[config.mk]
export PLATFORM = sky130hd
export DESIGN_NAME = red_pitaya_pfd_freq_counter
export DESIGN_NICKNAME = d
export VERILOG_FILES = /design/src/rtl/red_pitaya_pfd_freq_counter.sv
export SDC_FILE = /design/constraint.sdc
export NUM_CORES = 1
export LEC_CHECK = 0
export ABC_AREA = 1
export BUFFER_PORTS_ARGS = -buffer_cell sky130_fd_sc_hd__buf_2
export CORE_ASPECT_RATIO = 2
export CORE_MARGIN = 3
export CORE_UTILIZATION = 56
export DETAILED_ROUTE_END_ITERATION = 10
export GPL_TIMING_DRIVEN = 0
export PLACE_DENSITY_LB_ADDON = 0.25
export SETUP_SLACK_MARGIN = 0.2
export SLEW_MARGIN = 20
export SYNTH_ARGS = -nofsm -noshare
export SYNTH_HDL_FRONTEND = slang
export SYNTH_SLANG_ARGS = --single-unit
[constraint.sdc]
create_clock -name clk_i -period 3.8 [get_ports clk_i]
set_input_delay 0.19 -clock clk_i [delete_from_list [all_inputs] [get_ports clk_i]]
set_output_delay 0.19 -clock clk_i [all_outputs]
set_load 0.005 [all_outputs]
[src/rtl/red_pitaya_pfd_freq_counter.sv]
// red_pitaya_pfd_freq_counter
// Gated frequency counter fed by the CORDIC phase detector. It differentiates
// the wrapped phase word into signed per-sample increments and sums them over
// a window of 2^g clock cycles. The total phase advance is reported with a
// one-cycle valid strobe. Single-shot and gapless continuous modes are
// supported.
//
// Build option: define PFD_FREQ_AVG_EN to report the rounded mean increment
// per cycle, (sum + 2^(g-1)) >>> g, instead of the raw window sum.
//
// Handshake: start_i is a level sampled on each clk_i edge and acted on only
// in IDLE. abort_i has priority over start_i. freq_valid_o is high for
// exactly one cycle per completed window, and freq_o holds its value between
// strobes. There is no back-pressure.
module red_pitaya_pfd_freq_counter #(
    parameter int PHASEWIDTH  = 12,
    parameter int MAXGATELOG2 = 24,
    parameter int ACCWIDTH    = 36
) (
    input  logic                  clk_i,
    input  logic                  rst_i,
    input  logic [PHASEWIDTH-1:0] phase_i,
    input  logic [4:0]            gate_log2_i,
    input  logic                  start_i,
    input  logic                  continuous_i,
    input  logic                  abort_i,
    output logic [ACCWIDTH-1:0]   freq_o,
    output logic                  freq_valid_o,
    output logic                  busy_o,
    output logic [7:0]            seq_o
);

    localparam int CW = MAXGATELOG2;
    localparam logic [4:0] G_MIN = 5'd2;
    localparam logic [4:0] G_MAX = 5'(MAXGATELOG2);

    typedef enum logic [1:0] {
        ST_IDLE  = 2'd0,
        ST_PRIME = 2'd1,
        ST_COUNT = 2'd2
    } state_t;

    state_t                state_q;
    state_t                state_d;
    logic [PHASEWIDTH-1:0] prev_q;
    logic [ACCWIDTH-1:0]   acc_q;
    logic [CW-1:0]         cnt_q;
    logic [4:0]            g_q;

    logic [4:0]            g_clamped;
    logic [PHASEWIDTH-1:0] diff;
    logic [ACCWIDTH-1:0]   delta_ext;
    logic [ACCWIDTH-1:0]   sum_full;
    logic [ACCWIDTH-1:0]   result;
    logic                  last_sample;

    // Window length minus one for exponent g. At g == CW the shift wraps
    // to zero and the subtraction yields the all-ones maximum count.
    function automatic logic [CW-1:0] window_last(input logic [4:0] g);
        return (CW'(1) << g) - CW'(1);
    endfunction

    // Clamp the requested window exponent into the supported range.
    always_comb begin
        g_clamped = gate_log2_i;
        if (gate_log2_i < G_MIN) begin
            g_clamped = G_MIN;
        end else if (gate_log2_i > G_MAX) begin
            g_clamped = G_MAX;
        end
    end

    // Wrapped phase increment, sign-extended, plus the running window sum.
    // A half-turn step lands on the most negative code by construction.
    always_comb begin
        diff        = phase_i - prev_q;
        delta_ext   = {{(ACCWIDTH-PHASEWIDTH){diff[PHASEWIDTH-1]}}, diff};
        sum_full    = acc_q + delta_ext;
        last_sample = (state_q == ST_COUNT) && (cnt_q == '0);
    end

`ifdef PFD_FREQ_AVG_EN
    logic signed [ACCWIDTH-1:0] rounded;

    // Mean increment per cycle: round half up, then arithmetic shift by g.
    always_comb begin
        rounded = $signed(sum_full + (ACCWIDTH'(1) << (g_q - 5'd1)));
        result  = ACCWIDTH'(rounded >>> g_q);
    end
`else
    // Raw window sum is reported unchanged.
    always_comb begin
        result = sum_full;
    end
`endif

    // FSM state register.
    always_ff @(posedge clk_i or posedge rst_i) begin
        if (rst_i) begin
            state_q <= ST_IDLE;
        end else begin
            state_q <= state_d;
        end
    end

    // FSM next state: abort wins over everything, including a start in IDLE.
    always_comb begin
        state_d = state_q;
        if (abort_i) begin
            state_d = ST_IDLE;
        end else begin
            case (state_q)
                ST_IDLE:  if (start_i) state_d = ST_PRIME;
                ST_PRIME: state_d = ST_COUNT;
                ST_COUNT: if (last_sample && !continuous_i) state_d = ST_IDLE;
                default:  state_d = ST_IDLE;
            endcase
        end
    end

    // FSM outputs: busy covers the priming cycle and every accumulation cycle.
    always_comb begin
        busy_o = (state_q != ST_IDLE);
    end

    // Datapath: phase history, accumulator, window counter, result registers.
    always_ff @(posedge clk_i or posedge rst_i) begin
        if (rst_i) begin
            prev_q       <= '0;
            acc_q        <= '0;
            cnt_q        <= '0;
            g_q          <= G_MIN;
            freq_o       <= '0;
            freq_valid_o <= 1'b0;
            seq_o        <= '0;
        end else begin
            freq_valid_o <= 1'b0;
            if (!abort_i) begin
                case (state_q)
                    ST_IDLE: begin
                        if (start_i) begin
                            g_q <= g_clamped;
                        end
                    end
                    ST_PRIME: begin
                        prev_q <= phase_i;
                        acc_q  <= '0;
                        cnt_q  <= window_last(g_q);
                    end
                    ST_COUNT: begin
                        prev_q <= phase_i;
                        if (cnt_q == '0) begin
                            freq_o       <= result;
                            freq_valid_o <= 1'b1;
                            seq_o        <= seq_o + 8'd1;
                            acc_q        <= '0;
                            if (continuous_i) begin
                                g_q   <= g_clamped;
                                cnt_q <= window_last(g_clamped);
                            end
                        end else begin
                            acc_q <= sum_full;
                            cnt_q <= cnt_q - CW'(1);
                        end
                    end
                    default: begin
                        acc_q <= '0;
                    end
                endcase
            end
        end
    end

endmodule

# Word-level counts from Yosys, hierarchy flattened
# Index checks and enable logic that the tools add are counted.
dict set report totals {
  register_bits 124
  latch_bits 0
  ram_bits 0
  romBits 0
  memories 0
}
dict set report classes {
  n_addsub 6
  multipliers 0
  div_mod_pow 0
  order_cmp 2
  eq_ne 8
  n_shift 2
  n_mux 18
  bitwise_logic 2
  n_reduce_logical 15
}
# cell count
set ops {}
lappend ops {{case mux 36 bit (2 select lines)} 1}
lappend ops {{2-to-1 mux 24 bit} 2}
lappend ops {{case mux 24 bit (2 select lines)} 1}
lappend ops {{<< shifter 1 x 5 -> 24 bit (first input constant)} 2}
lappend ops {{subtractor 24 x 2 -> 24 bit (second input constant)} 2}
lappend ops {{adder 36 bit} 1}
lappend ops {{2-to-1 mux 36 bit} 1}
lappend ops {{2-to-1 mux 5 bit} 5}
lappend ops {{logical NOT 24 bit} 1}
lappend ops {{subtractor 24 x 1 -> 24 bit (second input constant)} 1}
lappend ops {{subtractor 12 bit} 1}
lappend ops {{case mux 5 bit (2 select lines)} 1}
lappend ops {{adder 8 x 1 -> 8 bit (second input constant)} 1}
lappend ops {{2-to-1 mux 2 bit} 3}
lappend ops {{!= test 3 bit (second input constant)} 2}
lappend ops {{case mux 2 bit (3 select lines)} 1}
lappend ops {{AND reduction 2 bit} 3}
lappend ops {{AND reduction 3 bit} 2}
lappend ops {{nonzero test 2 bit} 3}
lappend ops {{greater-than comparator 5 bit (second input constant)} 1}
lappend ops {{< comparator 5 x 2 -> 1 bit (second input constant)} 1}
lappend ops {{AND reduction 5 bit} 1}
lappend ops {{!= test 2 bit (second input constant)} 2}
lappend ops {{2-to-1 mux 1 bit} 3}
lappend ops {{other kinds (9)} 11}

# Logic depth before layout (Yosys ltp)
# Gate-level depths: netlist of run 1.
dict set report logic_depth {
  depth_word 8
  depth_mapped 26
}

# Worst setup path before layout of run 1
# Ideal clock, no wire load.
dict set report synth_timing {
  kind {register to register}
  start {register prev_q[2]}
  end {register freq_o[29]}
  setup_ns 0.118
  t_arrival_ns 3.721
  required_time_ns 3.682
  setup_slack_ns -0.038
  stages_incl_launch_ff 17
  path_buffers 0
  synth_period_minus_slack_ns 3.838
  cell_sequence {dfrtp_1 > inv_1 > ha_1 > a21oi_1 > o21ai_0 > nand2_1 > nand3_1 > xor2_1 > ha_1 > a21oi_1 > o21ai_0 > a21oi_1 > nor2_1 > nor3_1 > nand3_1 > nand3_1 > nand2_1}
}
dict set report synth_between {
  elab_chain_len 2
}
# item line
set synth_lines {}
lappend synth_lines {{from (decl)} 45} ;# logic [PHASEWIDTH-1:0] prev_q;
lappend synth_lines {{from (signal assigned)} 146} ;# prev_q <= phase_i;
lappend synth_lines {{from (signal assigned)} 151} ;# prev_q <= phase_i;
lappend synth_lines {{subtractor 12 bit} 76} ;# diff = phase_i - prev_q;
lappend synth_lines {{adder 36 bit} 78} ;# sum_full = acc_q + delta_ext;
lappend synth_lines {{to (signal assigned)} 153} ;# freq_o <= result;
lappend synth_lines {{to (decl)} 27} ;# output logic [ACCWIDTH-1:0] freq_o,
# Every way passes these cells.
# A chain may end at the register's enable or synchronous reset.

# Final worst setup path of run 1
dict set report layout_timing {
  start {register prev_q[6]}
  end {register acc_q[32]}
}
dict set report layout_between {
  elab_chain_len 4
}
# item line
set layout_lines {}
lappend layout_lines {{subtractor 12 bit} 76}
lappend layout_lines {{adder 36 bit} 78}
lappend layout_lines {{2-to-1 mux 36 bit} 152} ;# if (cnt_q == '0) begin
lappend layout_lines {{case mux 36 bit (2 select lines)} 139} ;# case (state_q)
lappend layout_lines {{to (signal assigned)} 162} ;# acc_q <= sum_full;
lappend layout_lines {{to (decl)} 46} ;# logic [ACCWIDTH-1:0] acc_q;
# Every way passes these cells.

==> impl_metrics.ini, run 1 <==
[status]
status = finished, final reports clean

[clock_network]
clk_latency_ns = 0.43
cts.clk_slew.worst_paths_ns = 0.05
cts_max_level = 4
cts_tree = yes
cts_root_buf = clkbuf_16
clockBufferDepth = 2
cts_made_buffers = 17
cts.sinks = 124

[job]
maxCapViolations = 0

[floorplanning]
io_pins = 68
die_y_um = 197
die_w_um = 101
core_mm2 = 0.0178
initial_core_util = 0.574
fp-row-count = 69
dieArea_mm2 = 0.0200

[timing]
slew_viol_final = 0
period_needed_ns = 3.54
hold_viol = 0
fin_skew_ns = 0.0141
rsz0062_at_grt = true
fmax_mhz = 283
fin_crit_sh = 0.931
slew-limit-headroom = 0.522
setup_violations = 0
worstMarginPinSlew_ns = 0.714
hold_slack_ns = 0.0387
fin_ws_ns = 0.261

[grt]
grt_pass1_vias = 10900
grt_max_degree = 71
grt_pass1_wl_um = 55200
track_usage = 0.366
antenna_found_initial = 0
grt.overflow.total = 0

[synth]
synth_compound_area_frac = 0.112
synth.area.mux_share = 0.00110
yosys.area_share.simple = 0.381
syn_inst = 1550
synth_warnings = 0
ys.flop_type = dfrtp_1
async_flop_share = 1.00
synth_top_family_by_area = simple AND/OR/NAND/NOR gates
synthAdderAreaFrac = 0.0726
yosys.area_share.xor_xnor = 0.0406
ys_seq_area_frac = 0.304
synth-seq-cells = 124
synth-edff-count = 0
synth.avg_cell_area_um2 = 6.58
synth_area_mm2 = 0.0102
synth_cell_types = 55

[critical_path]
crit_top_cell = nand2_1
cp.arrival_ns = 3.85
crit_slowest_cell = ha_2
critPathKind = flip-flop to flip-flop
crit_fanout = 10
end_kind = flip-flop
slowest_delay_ns = 0.37
worstSetupStartpointType = flip-flop
path_cells = inv_1 > ha_1 > a21oi_2 > nand2_1 > nand2_1 > nand3_4 > xor2_4 > buf_12 > buf_4 > ha_2 > nand2_1 > nor2_2 > nand2_1 > nor3_1 > nand2_2 > nand2_1 > nand2_1 > nand3_1 > nand2_1
required_ns = 4.11

[drt]
vias_per_cell = 5.76
ant_nets = 0
routed_wl_um = 35700
drtIter0Drc = 515
vias = 10800
firstDrtPassIters = 7
drcViolationCount = 0
wl_per_cell_um = 19.1

[final_layout]
drive_gt1_frac = 0.168
multi_input_area_mm2 = 0.00672
final_common_cell = nand2_1
syn_to_final_growth_pct = 17.5
seqCellArea_mm2 = 0.00310
nFillCells = 1633
final_cell_mix = nand2_1 (465), inv_1 (167), nor2_1 (140)
antenna_cells = 0
nets = 1726

[pwr]
power.leakage_nw = 6.34
cellPowerDensity_mw_per_mm2 = 917
ir_worst_vdd_uv = 396

[min_path]
hold_path_class = primary input to flip-flop

[place]
numPortBuffers = 65
place_ws_ns = -0.408
dp_hpwl_um = 28000
place.gp.congestion = 1.01
==> critical path, delay by kind of cell, from the launching register on <==
kind / cells / cell delay (ns)
simple gates: 12 / 1.51
buf+inv: 3 / 0.43
flops: 1 / 0.35
xor+xnor: 1 / 0.22
fa+ha+maj: 2 / 0.67
compound gates: 1 / 0.23
==> worst paths after layout <==
| path | start | slack [ns] | cells past startpoint | end |
|---|---|---|---|---|
| setup / recovery | prev_q[6]$_DFFE_PP0P_ | 0.26 | 19 | acc_q[32]$_DFFE_PP0P_ |
| hold / removal | phase_i[5] | 0.04 | 3 | prev_q[5]$_DFFE_PP0P_ |
| setup reg to reg | prev_q[6]$_DFFE_PP0P_ | 0.26 | 19 | acc_q[32]$_DFFE_PP0P_ |
| hold reg to reg | freq_o[28]$_DFFE_PP0P_ | 0.47 | 2 | freq_o[28]$_DFFE_PP0P_ |
| max in group asynchronous | rst_i | 2.72 | 4 | g_q[1]$_DFFE_PP1P_ |
| min in group asynchronous | rst_i | 0.34 | 3 | state_q[0]$_DFFE_PP0P_ |
==> cells in the mapped netlist (5+ instances only) <==
| library cell | instances | share of area |
|---|---|---|
| nand3_1 | 137 | 0.067 |
| buf_6 | 8 | 0.0088 |
| nand2_2 | 9 | 0.0055 |
| or2_2 | 7 | 0.0043 |
| ha_1 | 56 | 0.069 |
| a21boi_1 | 6 | 0.0044 |
| buf_2 | 14 | 0.0069 |
| inv_2 | 6 | 0.0022 |
| a31oi_1 | 5 | 0.0031 |
| nor3_1 | 19 | 0.0093 |
| o21bai_1 | 10 | 0.0074 |
| nand3b_1 | 5 | 0.0037 |
| nand2_1 | 491 | 0.18 |
| a21oi_1 | 84 | 0.041 |
| nor2_1 | 169 | 0.062 |
| xnor2_1 | 18 | 0.015 |
| xor2_1 | 24 | 0.021 |
| o211ai_1 | 5 | 0.0037 |
| nor2_2 | 8 | 0.0049 |
| dfrtp_1 | 123 | 0.30 |
| o21ai_0 | 66 | 0.032 |
| o21ai_1 | 11 | 0.0054 |
| clkbuf_1 | 9 | 0.0033 |
| nand4_1 | 39 | 0.024 |
| inv_1 | 168 | 0.062 |
==> sequential cells by signal, summed over array words and instances, names as in the netlist <==
name	flops
g_q	5
state_q	2
seq_o	8
cnt_q	24
freq_o	36
acc_q	36
freq_valid_o	1
prev_q	12
==> area by class of cell <==
| class | count | area share |
|---|---|---|
| buffer | 36 | 0.0190 |
| clock buffer | 22 | 0.0371 |
| clock inverter | 9 | 0.00814 |
| inverter | 178 | 0.0565 |
| multi-input combinational | 1214 | 0.561 |
| sequential | 124 | 0.259 |
| tap | 213 | 0.0222 |
| timing repair buffer | 75 | 0.0374 |
==> layer usage <==
layer  up-vias  part of all wire  global-route usage
li1       5224                 -                   -
met1      4970              0.30               0.304
met2       387              0.54               0.665
met3       200             0.042              0.0730
met4         0              0.12               0.368
met5         -                 0                   0
==> power by group <==
part | internal (W) | leakage (nW) | switching [W] | total (W)
sequential | 0.00169 | 1.58 | 0.000323 | 0.00202
clock | 0.000952 | 0.267 | 0.000590 | 0.00154
combinational | 0.00250 | 4.49 | 0.00493 | 0.00743
==> metrics by stage <==
step / std cells / instance area [µm²] / utilization / total power, W / setup TNS [ns]
after floorplan: 1551 / 10200 / - / 0.00654 / 0
after global placement: 1829 / 10800 / 0.608 / 0.00810 / -166.71
after detailed placement: 1830 / 10900 / 0.610 / 0.00819 / -6.23
after CTS: 1869 / 11600 / 0.651 / 0.0101 / 0
after global routing: 1871 / 12000 / 0.674 / 0.0118 / 0
final: 1871 / 12000 / 0.674 / 0.0110 / 0
==> timing repair <==
action / 4_1_cts / 5_1_grt
pin swaps: 6 / 14
cloned: 1 / 0
resized for setup: 28 / 105
setup endpoints to repair: 48 / 52
hold endpoints to repair: 54 / 0
setup buffers: 6 / 2
hold buffers: 1 / 0
==> cell families after synthesis <==
kind of cell | after synthesis
multiplexers | 1
flip-flops | 124
other | 1
XOR/XNOR | 44
adder cells (fa/ha/maj) | 58
AO/OA/AOI/OAI | 205
AND/OR/NAND/NOR | 903
buffers and inverters | 214
Power figures use the tool's default switching activity.
==> run 2: changes to the inputs <==
--- a/config.mk
+++ b/config.mk
@@ -7,7 +7,6 @@
 export LEC_CHECK = 0
 export ABC_AREA = 1
 export BUFFER_PORTS_ARGS = -buffer_cell sky130_fd_sc_hd__buf_2
-export CORE_ASPECT_RATIO = 2
 export CORE_MARGIN = 3
 export CORE_UTILIZATION = 56
 export DETAILED_ROUTE_END_ITERATION = 10
==> run 2 against run 1 <==
Effect of this change:
- final area up 0.13%
- register-to-register slack improved by 0.08 ns
- total power rose by 0.33%
- sequential power is essentially flat
- first-iteration DRC count is 68% higher
- sequential cell count unchanged
- utilization increased by 1.0 points
- clock-buffer cell count shrank 3
- wire length shrank 11%
- sequential share of layout area about the same
- critical path depth fell by 2
==> impl_metrics.ini, run 2 (synthesis gave the netlist of run 1 again) <==
[status]
status = finished, final reports clean

[timing]
fin_skew_ns = 0.00995
worstMarginPinSlew_ns = 0.706
setup_violations = 0
hold_slack_ns = 0.0359
hold_viol = 0
slew-limit-headroom = 0.527
period_needed_ns = 3.46
rsz0062_at_grt = true
fin_crit_sh = 0.909
fmax_mhz = 289
slew_viol_final = 0

[critical_path]
worstSetupStartpointType = flip-flop
r2r_cells = 17
critPathKind = flip-flop to flip-flop
r2r-start = prev_q[10]$_DFFE_PP0P_
r2r-end = freq_o[25]$_DFFE_PP0P_
crit_fanout = 10
reg2reg_setup_slack_ns = 0.34
crit_start = prev_q[10]$_DFFE_PP0P_
worstSetupEndpoint = freq_o[25]$_DFFE_PP0P_
cp.arrival_ns = 3.77
required_ns = 4.12
end_kind = flip-flop

[clock_network]
cts_tree = yes
cts.sinks = 124
cts_max_level = 4
clk_latency_ns = 0.43
cts_root_buf = clkbuf_16
cts.clk_slew.worst_paths_ns = 0.06
clockBufferDepth = 2
cts_made_buffers = 17

[pwr]
power.leakage_nw = 6.37
cellPowerDensity_mw_per_mm2 = 919
ir_worst_vdd_uv = 628

[grt]
grt_pass1_wl_um = 51300
antenna_found_initial = 0
grt.overflow.total = 0
grt_pass1_vias = 10300
grt_max_degree = 72
track_usage = 0.321

[floorplanning]
core_mm2 = 0.0175
dieArea_mm2 = 0.0199
fp-row-count = 48
initial_core_util = 0.582
die_w_um = 141
io_pins = 68
die_y_um = 141

[final_layout]
design_area_mm2 = 0.0120
reg.largest.list = acc_q (36), freq_o (36), cnt_q (24)
final_common_cell = nand2_1
final_cell_mix = nand2_1 (478), inv_1 (167), nor2_1 (147)
drive_gt1_frac = 0.153
syn_to_final_growth_pct = 17.6
nets = 1733
nFillCells = 1579
antenna_cells = 0

[drt]
vias_per_cell = 5.66
vias = 10700
drcViolationCount = 0
wl_per_cell_um = 16.7
firstDrtPassIters = 5
routed_wl_um = 31600
drtIter0Drc = 863
ant_nets = 0

[job]
maxCapViolations = 0

[place]
dp_hpwl_um = 23900
numPortBuffers = 65
place.gp.congestion = 0.975
detailed_place.area_mm2 = 0.0109

[min_path]
hold_path_class = primary input to flip-flop
[run 2: changes by cell type in the layout (fill, tap and decap cells not counted), sizes merged]
cell,previous run,this run
buf,101,108
bufinv,2,3
clkbuf,31,28
clkinv,10,6
inv,174,181
[run 2: what timing repair did]
item | in CTS | in global routing
hold endpoints to repair | 52 | 0
setup endpoints to repair | 48 | 54
buffers inserted | 7 | 8
pin swaps | 4 | 5
cloned | 1 | 0
hold buffers | 1 | 0
gates resized for setup | 15 | 73
[run 2: final cells by class]
type                    instances  area, µm²  share of cell area
multi-input cells            1214       6580               0.548
flip-flops and latches        124       3100               0.259
inverters                     178        674              0.0562
repair buffers                 82        513              0.0428
clock buffers                  19        443              0.0369
well taps                     225        282              0.0235
plain buffers                  36        228              0.0190
clock inverters                13        179              0.0149
[run 2: worst min-delay path by stage]
stage	from	to	cells past startpoint
3_5_place_dp	rst_i	seq_o[7]$_DFFE_PP0P_	2
5_1_grt	phase_i[11]	prev_q[11]$_DFFE_PP0P_	2
2_1_floorplan	abort_i	freq_valid_o$_DFF_PP0_	1
6_report	phase_i[7]	prev_q[7]$_DFFE_PP0P_	3
4_1_cts	phase_i[11]	prev_q[11]$_DFFE_PP0P_	2
3_3_place_gp	freq_o[20]$_DFFE_PP0P_	freq_o[20]$_DFFE_PP0P_	2
[run 2: through the flow]
step | cells | worst slack (ns) | total power (W) | setup TNS, ns | utilization
6_report | 1891 | 0.344 | 0.0110 | 0 | 0.684
5_1_grt | 1891 | 0.142 | 0.0119 | 0 | 0.684
4_1_cts | 1883 | 0.205 | 0.0102 | 0 | 0.663
3_5_place_dp | 1842 | -0.345 | 0.00810 | -5.10 | 0.619
3_3_place_gp | 1841 | -1.19 | 0.00801 | -162.88 | 0.617
2_1_floorplan | 1551 | 0.312 | 0.00654 | 0 | -
[run 2: power by group]
group	internal (W)	total [W]	switching, W
Clock	0.00107	0.00177	0.000701
Sequential	0.00169	0.00200	0.000303
Combinational	0.00252	0.00726	0.00474
Total	0.00528	0.0110	0.00574
[run 2: routing by layer]
| layer | GRT usage | wire (µm) |
|---|---|---|
| met5 | 0 | 0 |
| met4 | 0.156 | 1550 |
| met3 | 0.0495 | 1500 |
| met2 | 0.549 | 15600 |
| met1 | 0.396 | 13000 |
[run 2: critical path, stage by stage, from the launching register on]
cell,delay [ns]
dfrtp_1,0.36
inv_1,0.08
ha_1,0.30
a21o_1,0.20
nor2_1,0.17
nand3_4,0.16
xor2_4,0.22
buf_12,0.19
buf_4,0.14
ha_1,0.33
nand2_1,0.17
nor2_2,0.20
nand2_1,0.14
or2_2,0.34
nand3_1,0.09
nand2_1,0.06
nand3_1,0.10
nand2_1,0.06
